--- src/rtl/lo_tune_if.sv ---
// Host-side retune and scan-control bundle for the LO tuning sequencer.
interface lo_tune_if #(
  parameter int PHASE_W = 32,
  parameter int DWELL_W = 24
);
  logic               tune_valid;
  logic               tune_ready;
  logic [PHASE_W-1:0] tune_word;
  logic               scan_start;
  logic [PHASE_W-1:0] scan_step;
  logic [PHASE_W-1:0] scan_stop_word;
  logic [DWELL_W-1:0] scan_dwell;
  logic               scan_abort;

  modport master (
    output tune_valid, tune_word, scan_start, scan_step, scan_stop_word,
           scan_dwell, scan_abort,
    input  tune_ready
  );

  modport slave (
    input  tune_valid, tune_word, scan_start, scan_step, scan_stop_word,
           scan_dwell, scan_abort,
    output tune_ready
  );
endinterface

--- src/rtl/lo_tune_ctrl.sv ---
// Square-wave quadrature LO with glitch-free retune and an autonomous frequency scan.
// Word changes land only on an accumulator wrap (or at once when the current word is zero).
module lo_tune_ctrl #(
  parameter int          PHASE_W    = 32,
  parameter int          DWELL_W    = 24,
  parameter logic [31:0] RESET_WORD = 32'h0100_0000
) (
  input  logic               clk,
  input  logic               reset,
  lo_tune_if.slave           bus,
  output logic               sin_out,
  output logic               cos_out,
  output logic [PHASE_W-1:0] cur_word,
  output logic               busy,
  output logic               wrap,
  output logic               scan_done
);

  localparam logic [PHASE_W-1:0] INIT_WORD = PHASE_W'(RESET_WORD);

  typedef enum logic [1:0] {IDLE, TUNE_WAIT, SCAN_DWELL, SCAN_WAIT} state_t;

  state_t             state, state_nxt;
  logic [PHASE_W-1:0] acc;
  logic [PHASE_W:0]   sum;
  logic [PHASE_W:0]   nxt;
  logic               carry;
  logic               apply_ok;
  logic               scan_end;
  logic [PHASE_W-1:0] pending;
  logic [PHASE_W-1:0] step_q;
  logic [PHASE_W-1:0] stop_q;
  logic [DWELL_W-1:0] dwell_q;
  logic [DWELL_W-1:0] dwell_cnt;
  logic [DWELL_W-1:0] dwell_eff;
  logic               dwell_last;

  assign sum        = {1'b0, acc} + {1'b0, cur_word};
  assign carry      = sum[PHASE_W];
  assign apply_ok   = carry || (cur_word == '0);
  assign nxt        = {1'b0, cur_word} + {1'b0, step_q};
  assign scan_end   = nxt[PHASE_W] || (nxt[PHASE_W-1:0] > stop_q);
  assign dwell_eff  = (bus.scan_dwell == '0) ? DWELL_W'(1) : bus.scan_dwell;
  assign dwell_last = (dwell_cnt == DWELL_W'(1));

  always_ff @(posedge clk or posedge reset) begin
    if (reset) state <= IDLE;
    else       state <= state_nxt;
  end

  always_comb begin
    // NOTE: default first so no branch of the case can infer a latch.
    state_nxt = state;
    case (state)
      IDLE: begin
        if (bus.tune_valid)      state_nxt = TUNE_WAIT;
        else if (bus.scan_start) state_nxt = SCAN_DWELL;
      end
      TUNE_WAIT: begin
        if (apply_ok) state_nxt = IDLE;
      end
      SCAN_DWELL: begin
        if (bus.scan_abort) state_nxt = IDLE;
        else if (dwell_last) state_nxt = SCAN_WAIT;
      end
      SCAN_WAIT: begin
        if (bus.scan_abort) state_nxt = IDLE;
        else if (apply_ok)  state_nxt = scan_end ? IDLE : SCAN_DWELL;
      end
      default: state_nxt = IDLE;
    endcase
  end

  always_comb begin
    bus.tune_ready = (state == IDLE);
    busy           = (state != IDLE);
  end

  // The accumulator free-runs through every retune so LO phase stays continuous.
  always_ff @(posedge clk or posedge reset) begin
    if (reset) begin
      acc       <= '0;
      cur_word  <= INIT_WORD;
      sin_out   <= 1'b0;
      cos_out   <= 1'b0;
      wrap      <= 1'b0;
      scan_done <= 1'b0;
      pending   <= '0;
      step_q    <= '0;
      stop_q    <= '0;
      dwell_q   <= DWELL_W'(1);
      dwell_cnt <= DWELL_W'(1);
    end else begin
      // NOTE: non-blocking so every register here samples pre-edge values.
      acc       <= sum[PHASE_W-1:0];
      sin_out   <= acc[PHASE_W-1];
      cos_out   <= acc[PHASE_W-1] ^ acc[PHASE_W-2];
      wrap      <= carry;
      scan_done <= 1'b0;
      case (state)
        IDLE: begin
          if (bus.tune_valid) begin
            pending <= bus.tune_word;
          end else if (bus.scan_start) begin
            step_q    <= bus.scan_step;
            stop_q    <= bus.scan_stop_word;
            dwell_q   <= dwell_eff;
            dwell_cnt <= dwell_eff;
          end
        end
        TUNE_WAIT: begin
          if (apply_ok) cur_word <= pending;
        end
        SCAN_DWELL: begin
          if (!bus.scan_abort) dwell_cnt <= dwell_cnt - DWELL_W'(1);
        end
        SCAN_WAIT: begin
          if (!bus.scan_abort && apply_ok) begin
            if (scan_end) begin
              scan_done <= 1'b1;
            end else begin
              cur_word  <= nxt[PHASE_W-1:0];
              dwell_cnt <= dwell_q;
            end
          end
        end
        default: ;
      endcase
    end
  end

endmodule

--- src/flat_wrapper.sv ---
// flat-port wrapper written by rule: the top's interface ports become plain ports
module lo_tune_ctrl_flat 
#(
  parameter int          PHASE_W    = 32,
  parameter int          DWELL_W    = 24,
  parameter logic [31:0] RESET_WORD = 32'h0100_0000
)
  (clk, reset, sin_out, cos_out, cur_word, busy, wrap, scan_done, bus_tune_valid, bus_tune_word, bus_scan_start, bus_scan_step, bus_scan_stop_word, bus_scan_dwell, bus_scan_abort, bus_tune_ready);
  lo_tune_if #(.PHASE_W(PHASE_W), .DWELL_W(DWELL_W)) bus_i ();
  input  logic clk;
  input  logic reset;
  output logic sin_out;
  output logic cos_out;
  output logic [PHASE_W-1:0] cur_word;
  output logic busy;
  output logic wrap;
  output logic scan_done;
  input wire logic [$bits(bus_i.tune_valid)-1:0] bus_tune_valid;
  input wire logic [$bits(bus_i.tune_word)-1:0] bus_tune_word;
  input wire logic [$bits(bus_i.scan_start)-1:0] bus_scan_start;
  input wire logic [$bits(bus_i.scan_step)-1:0] bus_scan_step;
  input wire logic [$bits(bus_i.scan_stop_word)-1:0] bus_scan_stop_word;
  input wire logic [$bits(bus_i.scan_dwell)-1:0] bus_scan_dwell;
  input wire logic [$bits(bus_i.scan_abort)-1:0] bus_scan_abort;
  output wire logic [$bits(bus_i.tune_ready)-1:0] bus_tune_ready;
  assign bus_i.tune_valid = bus_tune_valid;
  assign bus_i.tune_word = bus_tune_word;
  assign bus_i.scan_start = bus_scan_start;
  assign bus_i.scan_step = bus_scan_step;
  assign bus_i.scan_stop_word = bus_scan_stop_word;
  assign bus_i.scan_dwell = bus_scan_dwell;
  assign bus_i.scan_abort = bus_scan_abort;
  assign bus_tune_ready = bus_i.tune_ready;
  lo_tune_ctrl #(.PHASE_W(PHASE_W), .DWELL_W(DWELL_W), .RESET_WORD(RESET_WORD)) u_core (.clk(clk), .reset(reset), .bus(bus_i), .sin_out(sin_out), .cos_out(cos_out), .cur_word(cur_word), .busy(busy), .wrap(wrap), .scan_done(scan_done));
endmodule
--- config.mk ---
export PLATFORM = sky130hd
export DESIGN_NAME = lo_tune_ctrl_flat
export DESIGN_NICKNAME = d
export VERILOG_FILES = /design/src/rtl/lo_tune_if.sv /design/src/rtl/lo_tune_ctrl.sv /design/src/flat_wrapper.sv
export SDC_FILE = /design/constraint.sdc
export NUM_CORES = 1
export LEC_CHECK = 0
export BUFFER_PORTS_ARGS = -buffer_cell sky130_fd_sc_hd__buf_2
export CAP_MARGIN = 20
export CORE_ASPECT_RATIO = 0.9
export CORE_UTILIZATION = 55
export CTS_CLUSTER_DIAMETER = 40
export DETAILED_ROUTE_END_ITERATION = 8
export MAX_ROUTING_LAYER = met4
export PLACE_DENSITY = 0.75
export SLEW_MARGIN = 40
export SYNTH_ARGS = -nofsm -noshare
export SYNTH_HDL_FRONTEND = slang
export SYNTH_SLANG_ARGS = --single-unit
--- constraint.sdc ---
create_clock -name clk -period 7.3 [get_ports clk]
set_input_delay 0.365 -clock clk [delete_from_list [all_inputs] [get_ports clk]]
set_output_delay 0.365 -clock clk [all_outputs]
set_load 0.03 [all_outputs]
=== Word-level counts from Yosys, hierarchy flattened ===
Cells that the tools add are included.
Widths: inputs -> output; s select.

* $add $sub $neg: 3
* Magnitude comparators: 1
* Equality and inequality tests: 13
* Muxes and demuxes: 23
* Bitwise gates (word level): 2
* Reduce and logical (&&, ||, !) cells: 15

{| class="wikitable"
|+ Operator list
! cell !! count
|-
| $mux 24 || 6
|-
| $mux 32 || 3
|-
| $pmux 24 s3 || 1
|-
| $add 32x32->33 || 2
|-
| $pmux 32 s2 || 1
|-
| $gt 32x32->1 || 1
|-
| $logic_not 32->1 || 1
|-
| $eq 24x1->1 const B || 1
|-
| $logic_not 24->1 || 1
|-
| $sub 24x1->24 const B || 1
|-
| $mux 2 || 8
|-
| $ne 2x2->1 const B || 4
|-
| $pmux 2 s4 || 1
|-
| $reduce_and 4->1 || 2
|-
| $ne 3x2->1 const B || 2
|-
| $reduce_and 6->1 || 1
|-
| $eq 2x2->1 const B || 2
|-
| $ne 2x1->1 const B || 2
|-
| $reduce_bool 2->1 || 2
|-
| $mux 1 || 3
|-
| $ne 3x3->1 const B || 1
|-
| $reduce_and 3->1 || 1
|-
| $reduce_bool 3->1 || 1
|-
| $eq 2x1->1 const B || 1
|-
| other kinds (7) || 8
|}

* Bits in registers: 214
* Output and inout bits: 38

=== Longest topological paths before layout ===
Gate-level depths: netlist of the first run.

* Depth in word-level cells: 7
* Depth in mapped cells: 23

=== Least setup slack after synthesis of the first run ===
OpenSTA, ideal clock, no wires.

* Kind: reg2reg
* From: register u_core.cur_word[0]
* To: register u_core.cur_word[10]
* Setup time: 0.125 ns
* Arrival: 4.595 ns
* Slack: 2.581 ns
* Stages on the path, launching flop included: 20
* Path buffers: 1
* Clock period less this slack: 4.719 ns
* Cells stage by stage: dfrtp_1 ha_1 fa_1 a21o_1 a311oi_2 nor4b_2 o21ai_0 o211ai_1 a31oi_1 o21ai_0 xor2_1 ha_1 nand4_1 nor4_1 a211oi_1 o21a_1 a31o_2 nand2_2 buf_2 mux2_2

* Cells in the longest elaborated chain, start to end: 5
* Elaborated cells on any way between the ends: 14
* Those cells by class: 2 x add/sub; 1 x order compare; 3 x eq/ne; 3 x mux; 5 x reduce/logical

{| class="wikitable"
|+ Ends and longest elaborated chain
! what !! line !! text
|-
| start: declaration || lo_tune_ctrl.sv:13 || <nowiki>output logic [PHASE_W-1:0] cur_word,</nowiki>
|-
| start signal: assignment || lo_tune_ctrl.sv:112 || <nowiki>if (apply_ok) cur_word <= pending;</nowiki>
|-
| start signal: assignment || lo_tune_ctrl.sv:122 || <nowiki>cur_word <= nxt[PHASE_W-1:0];</nowiki>
|-
| $add 32x32->33, or another cell as far along || lo_tune_ctrl.sv:41 || <nowiki>assign nxt = {1'b0, cur_word} + {1'b0, step_q};</nowiki>
|-
| $gt 32x32->1 / $logic_or 1x1->1 (equally long branches) || lo_tune_ctrl.sv:42, lo_tune_ctrl.sv:40 ||
|-
| $logic_or 1x1->1 / $logic_and 1x1->1 (equally long branches) || lo_tune_ctrl.sv:42, lo_tune_ctrl.sv:118 ||
|-
| $ne 2x2->1 (no line) / $ne 2x1->1 (equally long branches) || - ||
|-
| $reduce_and 4->1 (no line) || - ||
|}

Parallel ways exist; a longest one is shown, timed or not. The select of a mux whose other input is x is not followed.
A chain may end at the register's enable or synchronous reset.

=== Worst setup path after layout of the first run ===
* From: register u_core.cur_word[0]
* To: register u_core.cur_word[21]

Same word-level chain as after synthesis.

==> results of run 1 <==
==> registers in the layout (all words and copies together) (netlist names) <==
signal,cells
u_core.acc,32
u_core.cur_word,32
u_core.pending,32
u_core.step_q,32
u_core.stop_q,32
u_core.dwell_cnt,24
u_core.dwell_q,24
u_core.state,2
u_core.cos_out,1
u_core.scan_done,1
u_core.sin_out,1
u_core.wrap,1
==> worst register-to-register path, delay by kind of cell (launching register included) <==
family                     cells  cell delay, ns
DFF                            1            0.42
AOI/OAI and AO/OA              8            2.19
adders and majority gates      3            0.97
and+or+nand+nor                5            1.36
xor gates and xnor gates       1            0.17
muxes                          1            0.49
==> Yosys cell counts (5+ instances only) <==
| cell type | count |
|---|---|
| dfrtp_1 | 211 |
| nand2_1 | 124 |
| mux2_2 | 112 |
| ha_1 | 98 |
| o21ai_0 | 93 |
| a21oi_1 | 81 |
| nor2_1 | 70 |
| inv_1 | 63 |
| xnor2_1 | 43 |
| clkbuf_1 | 37 |
| a21o_1 | 34 |
| xor2_1 | 23 |
| nor4_1 | 22 |
| nand3_1 | 21 |
| o21ai_1 | 20 |
| nor3_1 | 19 |
| nand4_1 | 17 |
| o31ai_1 | 16 |
| mux2i_1 | 13 |
| o21a_1 | 13 |
| a41oi_1 | 11 |
| buf_1 | 11 |
| o21bai_1 | 11 |
| a211oi_1 | 10 |
| a31oi_1 | 10 |
| nand2b_1 | 10 |
| o211ai_1 | 10 |
| nor2b_1 | 9 |
| and2_1 | 8 |
| or3_1 | 8 |
| o311ai_0 | 7 |
| and3_1 | 6 |
| a211o_1 | 5 |
| a2bb2oi_1 | 5 |
| mux2_1 | 5 |
| or2_2 | 5 |
==> through the flow <==
step | utilization | cells | power, mW | area, um2
detailed placement | 0.606 | 1746 | 3.51 | 14100
finish | 0.657 | 1809 | 5.23 | 15300
global placement | 0.605 | 1746 | 3.44 | 14100
CTS | 0.657 | 1808 | 5.22 | 15300
global route | 0.657 | 1808 | 5.54 | 15300
floorplan | - | 1328 | 3.01 | 13100
==> layer usage <==
| layer | vias up | share of wire |
|---|---|---|
| met5 | - | 0 |
| met4 | 0 | 0.025 |
| met3 | 62 | 0.075 |
| met2 | 419 | 0.44 |
| met1 | 5387 | 0.46 |
| li1 | 5168 | - |
==> report_power, final <==
part           switching, mW  leakage, nW  internal, mW
sequential             0.283         2.65          1.59
clock                  0.608        0.584          1.08
combinational          0.913         4.16         0.753
total                   1.80         7.39          3.42
==> path summary, 6_finish.rpt <==
kind / cells after the start / end / start
setup reg to reg: 18 / u_core.cur_word[21] / u_core.cur_word[0]
min in group clk: 3 / u_core.stop_q[2] / bus_scan_stop_word[2]
max in group asynchronous: 3 / u_core.cur_word[30] / reset
hold / removal: 2 / u_core.pending[8] / reset
hold reg to reg: 0 / u_core.sin_out / u_core.acc[31]
setup / recovery: 18 / u_core.cur_word[21] / u_core.cur_word[0]
==> layout make-up <==
class | count | area [um2] | share of cell area
clock inverters | 17 | 206 | 0.0135
inverters | 64 | 253 | 0.0165
diodes | 1 | 2.50 | 0.000163
repair buffers | 170 | 875 | 0.0570
well taps | 302 | 378 | 0.0246
multi-input cells | 996 | 7280 | 0.474
clock buffers | 45 | 996 | 0.0649
flip-flops and latches | 214 | 5360 | 0.349
==> logic make-up after synthesis <==
family                     synth area share
DFF                                   0.409
AOI/OAI and AO/OA                     0.180
muxes                                 0.113
adders and majority gates            0.0967
buffers and inverters                0.0354
and+or+nand+nor                       0.122
xor gates and xnor gates             0.0442
==> metrics.yaml, run 1 <==
layout:
  syn2layout_area_growth_pct: 17.2
  final_cell_mix: "211 x dfrtp_1, 162 x buf_2, 123 x nand2_1"
  layout_commonest_cell: "dfrtp_1"
  layout-drive-gt1-share: 0.248
  nets: 1706
  fill_cells: 1893
status:
  status: "finished, violations left"
  violations: "negative hold slack"
worst_setup_path:
  start_kind: "flip-flop"
  critPathRequiredTime_ns: 7.70
  crit_type: "flip-flop to flip-flop"
  path_buf_inv: 0
  crit_chain: "ha_1 > fa_1 > a21o_1 > a311oi_2 > nor4b_2 > o21ai_0 > o211ai_1 > a31oi_1 > o21ai_0 > xor2_1 > ha_1 > nand4_1 > nor4_1 > and3_1 > o21a_1 > a31o_2 > nand2_2 > mux2_1"
  rrSetupSlack_ns: 1.56
  cp.arrival_ns: 6.13
  cpMaxStageDelayCell: "nand2_2"
  slowest_delay_ns: 0.53
  path_max_fanout: 23
  critPathTopFamily: "compound AO/OA/AOI/OAI gates"
  endpoint_kind: "flip-flop"
clocking:
  clk_pin_slew_ns: 0.06
  cts_resized: 0
  cts_root_buf: "clkbuf_16"
  cts_made_buffers: 35
  cts_buffer_depth: 3
  cts_setup_buffers: 0
  cts_tree: "yes"
  clk_latency_ns: 0.52
  cts_sinks: 214
  ctsHoldBuffers: 0
  cts_max_level: 2
global_routing:
  grt_pass1_wl_mm: 56.3
  grt_pass1_vias: 10742
  use_met1: 0.426
  busiest_layer: "met2"
  grt_max_degree: 140
  grtUsageTotal: 0.304
  antenna_found_initial: 0
  overflow: 0
  met3_usage: 0.0586
  use_met2: 0.447
routing:
  wl_mm: 35.4
  vias: 11036
  first_iter_violations: 873
  ant_nets: 0
  drc: 0
  firstDrtPassIters: 6
  via_per_inst: 6.10
  avgRoutedWirePerCell_um: 19.5
sta:
  setup-violations-final: 0
  slew-limit-headroom: 0.448
  slew_viol_final: 0
  worst_pin_slew_ns: 0.818
  rsz0062_at_grt: "no"
  min_period_ns: 5.74
  clock_skew_ns: 0.0165
  fin_crit_sh: 0.786
  setup_ws_ns: 1.56
  tns_ns: 0
  hold_viol: 8
  max_freq_mhz: 174
  hold_ws_ns: -0.0174
yosys:
  ys_async_sr_fraction: 1.00
  ys_warn_count: 0
  syn_nets: 1553
  synthCells: 1328
  synth_top_area_frac: 0.403
  synthFlopType: "dfrtp_1"
  netlist_area_mm2: 0.0131
  yosys.area.top_type: "dfrtp_1"
  synth.area.top_cells: "dfrtp_1 40%, mux2_2 9.6%, ha_1 9.4%"
  yosysSeqAreaShare: 0.409
  syn-mean-instance-area_um2: 9.86
  ys_types: 74
  synth-seq-cells: 214
  synth-edff-count: 0
die:
  die_w_um: 165
  fp-row-count: 53
  die_height_um: 148
  die_area_mm2: 0.0244
  io_pins: 163
  fp.coreArea_mm2: 0.0233
  start_util: 0.561
place:
  numPortBuffers: 162
  pre_cts_slack_ns: 1.63
  gp_congestion: 0.959
  dpl.hpwl_mm: 25.6
power:
  leakagePower_nw: 7.39
  powerDensity_mw_per_mm2: 341
  ir_drop_v: 0.000230
run:
  max-cap-violations: 0
hold_path:
  hold_path_class: "primary input to asynchronous set/reset pin"
(Power assumes the default switching activity.)
==> inputs of run 2 (changes only) <==
clock period = 5.45 ns   (was 7.3 ns; I/O delays follow)
==> run 2 against run 1 <==
The flow now finishes without violations. Fmax rose by 10%. Design area increased by 4.6%. Clock skew increased by 0.0026 ns. Sequential cell count unchanged. Non-clock buffer count up 77. Setup slack got worse by 1.3 ns. Critical path depth is 3 higher. Largest power group unchanged. Via count up 2.7%. Combinational power is 39% higher. Hold slack better by 0.025 ns. Power rose by 33%. Final cell count increased by 4.1%. Highest routed layer unchanged.
==> metrics.yaml, run 2 (same netlist as run 1, synthesis figures left out) <==
routing:
  firstDrtPassIters: 6
  drc: 0
  first_iter_violations: 803
  avgRoutedWirePerCell_um: 19.8
  ant_nets: 0
  wl_mm: 37.2
  via_per_inst: 6.01
  vias: 11330
worst_setup_path:
  cp.arrival_ns: 5.63
  endpoint_kind: "flip-flop"
  crit_chain: "ha_1 > a21o_1 > a221oi_1 > o31ai_4 > a21oi_2 > a211oi_4 > nand3_1 > a21oi_1 > nor2_1 > xnor2_1 > ha_1 > a21oi_1 > o21a_1 > o211ai_1 > o21a_1 > a211oi_1 > o21a_1 > a31oi_1 > or2_2 > buf_4 > o31ai_1"
  start_kind: "flip-flop"
  path_buf_inv: 1
  cpMaxStageDelayCell: "dfrtp_1"
  critPathRequiredTime_ns: 5.87
  critPathTopFamily: "compound AO/OA/AOI/OAI gates"
  r2r_start: "u_core.cur_word[8]"
  slowest_delay_ns: 0.47
  path_common_cell: "o21a_1"
  r2r_end: "u_core.dwell_cnt[20]"
  worst_r2r_path_depth: 21
  rrSetupSlack_ns: 0.24
  path_max_fanout: 14
  crit_type: "flip-flop to flip-flop"
place:
  pre_cts_slack_ns: 0.191
  gp_congestion: 0.972
  dpl.hpwl_mm: 26.3
  numPortBuffers: 162
layout:
  layout_commonest_cell: "dfrtp_1"
  layout-drive-gt1-share: 0.247
  diodes: 0
  final_cell_mix: "211 x dfrtp_1, 162 x buf_2, 124 x nand2_1"
  syn2layout_area_growth_pct: 22.7
  nets: 1782
  fill_cells: 1782
power:
  leakagePower_nw: 7.70
  powerDensity_mw_per_mm2: 432
  ir_drop_v: 0.000335
  finalPower_mw: 6.93
global_routing:
  grt_pass1_wl_mm: 58.4
  grt_max_degree: 141
  grt_pass1_vias: 11170
  grtUsageTotal: 0.318
  overflow: 0
  antenna_found_initial: 0
sta:
  hold_viol: 0
  slew-limit-headroom: 0.400
  worst_pin_slew_ns: 0.892
  clock_skew_ns: 0.0190
  max_freq_mhz: 192
  fin_crit_sh: 0.957
  setup_ws_ns: 0.235
  setup-violations-final: 0
  slew_viol_final: 0
  min_period_ns: 5.21
hold_path:
  worstHoldEndpoint: "u_core.pending[1]"
  min-delay-start: "bus_tune_word[1]"
  hold_path_class: "primary input to flip-flop"
  holdPathStages: 2
clocking:
  cts_sinks: 214
  clk_pin_slew_ns: 0.05
  cts_tree: "yes"
  cts_buffer_depth: 3
  clk_latency_ns: 0.51
  cts_max_level: 2
  cts_made_buffers: 34
  cts_root_buf: "clkbuf_16"
status:
  status: "finished, final reports clean"
die:
  start_util: 0.561
  fp.coreArea_mm2: 0.0233
  die_area_mm2: 0.0244
  die_height_um: 148
  die_w_um: 165
  io_pins: 163
  fp-row-count: 53
run:
  max-cap-violations: 0
[run 2: final cells by class]
type	instances	area, um2	area share
Timing Repair Buffer	247	1650	0.103
Sequential cell	214	5360	0.334
Clock buffer	44	928	0.0578
Inverter	64	244	0.0152
Multi-Input combinational cell	996	7310	0.456
Clock inverter	17	188	0.0117
Tap cell	302	378	0.0235
[run 2: metrics by stage]
step / setup TNS [ns] / cells / cell area [um2] / util / hold WS, ns
floorplan: 0 / 1328 / 13100 / - / 0.383
global placement: 0 / 1761 / 14300 / 0.611 / 0.313
detailed placement: 0 / 1761 / 14300 / 0.611 / 0.317
CTS: 0 / 1883 / 16000 / 0.685 / 0.0000417
global route: -0.0118 / 1884 / 16100 / 0.688 / 0.00343
finish: 0 / 1884 / 16100 / 0.688 / 0.00810
[run 2: worst max-delay path by stage]
stage	startpoint	slack (ns)	end	depth (start not counted)
after floorplan	u_core.cur_word[0]	0.73	u_core.cur_word[10]	19
after global routing	u_core.cur_word[0]	-0.009	u_core.cur_word[5]	19
final	u_core.cur_word[8]	0.24	u_core.dwell_cnt[20]	21
after global placement	u_core.cur_word[0]	0.37	u_core.cur_word[5]	19
after detailed placement	u_core.cur_word[0]	0.19	u_core.dwell_cnt[17]	19
after CTS	u_core.cur_word[0]	0.15	u_core.dwell_cnt[20]	19
[run 2: routing by layer]
layer / vias up / GRT usage / share of wire
li1: 5300 / - / -
met5: - / - / 0
met4: 0 / 0.0950 / 0.025
met1: 5579 / 0.437 / 0.45
met2: 383 / 0.477 / 0.45
met3: 68 / 0.0600 / 0.068
[run 2: repair_timing]
action	in CTS	in global routing
setup endpoints to repair	0	51
hold buffers	61	0
resized for setup	0	7
endpoints found under the hold margin	78	0
setup buffers	0	0
[run 2: report_power, final]
group	internal (mW)	leakage [nW]	switching, mW	total [mW]
clock	1.32	0.551	0.798	2.12
sequential	2.13	2.65	0.373	2.50
combinational	1.05	4.50	1.27	2.32
total	4.49	7.70	2.44	6.93
==> inputs of run 3 (changes only) <==
CORE_UTILIZATION = 59   (was 55)
PLACE_DENSITY = 0.8   (was 0.75)
==> run 3 against run 2 <==
Via count increased by 2.4%. Sequential cell count unchanged. Sequential share of layout area decreased by 0.49 points. Design area increased by 1.5%. Critical path depth decreased by 1. Core utilization increased by 6.3 points. Global-route usage increased by 3.0 points. Critical endpoint is now u_core.cur_word[9].
==> metrics.yaml, run 3 (same netlist as run 1, synthesis figures left out) <==
sta:
  setup-violations-final: 0
  worst_pin_slew_ns: 0.841
  hold_viol: 0
  max_freq_mhz: 193
  rsz0062_at_grt: "no"
  clock_skew_ns: 0.0123
  tns_ns: 0
  slew_viol_final: 0
  fin_crit_sh: 0.951
  slew-limit-headroom: 0.432
  min_period_ns: 5.18
  hold_ws_ns: 0.00948
routing:
  drc: 0
  via_per_inst: 6.10
  drt-met1-wl_mm: 16.9
  avgRoutedWirePerCell_um: 20.1
  wl_mm: 38.3
  first_iter_violations: 849
  wl_met3_mm: 2.61
  highest_layer: "met4"
  ant_nets: 0
  route.met2.wl_mm: 17.6
  vias: 11599
  firstDrtPassIters: 5
global_routing:
  grtUsageTotal: 0.347
  antenna_found_initial: 1
  grt_pass1_vias: 11459
  overflow: 0
  grt_max_degree: 135
  grt_pass1_wl_mm: 60.7
die:
  die_height_um: 143
  die_area_mm2: 0.0228
  fp-row-count: 51
  fp.coreArea_mm2: 0.0217
  start_util: 0.603
  die_w_um: 159
  io_pins: 163
clocking:
  cts_max_level: 1
  cts_root_buf: "clkbuf_16"
  cts_sinks: 214
  clk_latency_ns: 0.54
  cts_tree: "yes"
  cts_buffer_depth: 3
  cts_made_buffers: 28
  clk_pin_slew_ns: 0.06
  cts_setup_buffers: 0
power:
  ir_drop_v: 0.000384
  leakagePower_nw: 7.79
  powerDensity_mw_per_mm2: 420
worst_setup_path:
  startpoint: "u_core.cur_word[0]"
  r2r_start: "u_core.cur_word[0]"
  endpoint_kind: "flip-flop"
  cp.arrival_ns: 5.61
  cpMaxStageDelayCell: "fa_1"
  r2r_end: "u_core.cur_word[9]"
  worst_r2r_path_depth: 20
  crit_chain: "ha_1 > fa_1 > a21o_1 > a311oi_2 > o21ai_0 > a21oi_1 > o21bai_1 > a21oi_1 > xnor2_1 > ha_1 > nand4_1 > nor4_1 > inv_1 > o221ai_1 > a211oi_1 > o21a_1 > a31o_2 > nand2_2 > buf_4 > mux2_2"
  crit_end: "u_core.cur_word[9]"
  rrSetupSlack_ns: 0.27
  critPathRequiredTime_ns: 5.88
  path_max_fanout: 7
  slowest_delay_ns: 0.43
  start_kind: "flip-flop"
  crit_type: "flip-flop to flip-flop"
layout:
  syn2layout_area_growth_pct: 24.5
  final_cell_mix: "211 x dfrtp_1, 162 x buf_2, 124 x nand2_1"
  register_area_mm2: 0.00536
  multiInputGateArea_mm2: 0.00731
  nets: 1812
  layout_commonest_cell: "dfrtp_1"
  layout-drive-gt1-share: 0.239
  fill_cells: 1493
place:
  gp_congestion: 0.955
  dpl.hpwl_mm: 25.9
  numPortBuffers: 162
run:
  max-cap-violations: 0
hold_path:
  hold_path_class: "primary input to flip-flop"
status:
  status: "finished, final reports clean"
==> run 3: cell types whose count changed in the layout (fill, tap and decap cells not counted), moves of 2 or more <==
cell           previous run  this run
bufinv_16                 2         4
clkbuf_1                  6         1
clkbuf_16                34        29
clkinv_2                  5         2
clkinv_8                  2         0
clkinvlp_4                1         4
dlygate4sd3_1            61        97
inv_8                     0         4
==> run 3: worst min-delay path by stage <==
stage / start / slack [ns] / cells past startpoint / to
2_1_floorplan: bus_scan_abort / 0.38 / 1 / u_core.state[0]
3_3_place_gp: reset / 0.26 / 2 / u_core.dwell_q[5]
5_1_grt: bus_scan_stop_word[16] / 0.009 / 3 / u_core.stop_q[16]
4_1_cts: bus_scan_stop_word[16] / 0.0008 / 3 / u_core.stop_q[16]
6_report: bus_scan_stop_word[11] / 0.009 / 3 / u_core.stop_q[11]
3_5_place_dp: reset / 0.27 / 2 / u_core.dwell_q[5]
==> run 3: report_power, final <==
part	switching (mW)	leakage [nW]	internal, mW
combinational	1.28	4.65	1.07
sequential	0.373	2.65	2.13
clock	0.776	0.495	1.22
==> run 3: per-layer routing <==
layer,GRT usage,up-vias
li1,-,5375
met1,0.468,5629
met2,0.547,504
met3,0.0462,91
met4,0.117,0
met5,-,-
==> run 3: through the flow <==
step | power (mW) | utilization | cell area, um2 | worst slack, ns | cells
global placement | 4.59 | 0.657 | 14200 | 0.356 | 1750
detailed placement | 4.69 | 0.658 | 14300 | 0.134 | 1751
finish | 6.84 | 0.751 | 16300 | 0.266 | 1901
floorplan | 4.03 | - | 13100 | 0.731 | 1328
CTS | 6.76 | 0.750 | 16300 | 0.116 | 1900
global route | 7.22 | 0.751 | 16300 | 0.00224 | 1901
==> run 3: final cells by class <==
type,count,share of cell area
clock buffers,33,0.0473
multi-input cells,996,0.448
clock inverters,19,0.0154
well taps,291,0.0223
inverters,64,0.0150
repair buffers,283,0.123
flip-flops and latches,214,0.329
diodes,1,0.000154
==> run 3: critical path: cells and delay by family, from the launching register on <==
kind,cells,cell delay (ns)
AO/OA/AOI/OAI,10,2.16
AND/OR/NAND/NOR,3,0.74
adder cells (fa/ha/maj),3,1.04
buffers and inverters,2,0.31
XOR/XNOR,1,0.10
multiplexers,1,0.34
flip-flops,1,0.40
==> run 3: what timing repair did <==
item,4_1_cts,5_1_grt
gates resized for setup,0,5
endpoints found under the setup margin,0,48
endpoints found under the hold margin,109,0
hold buffers,97,0
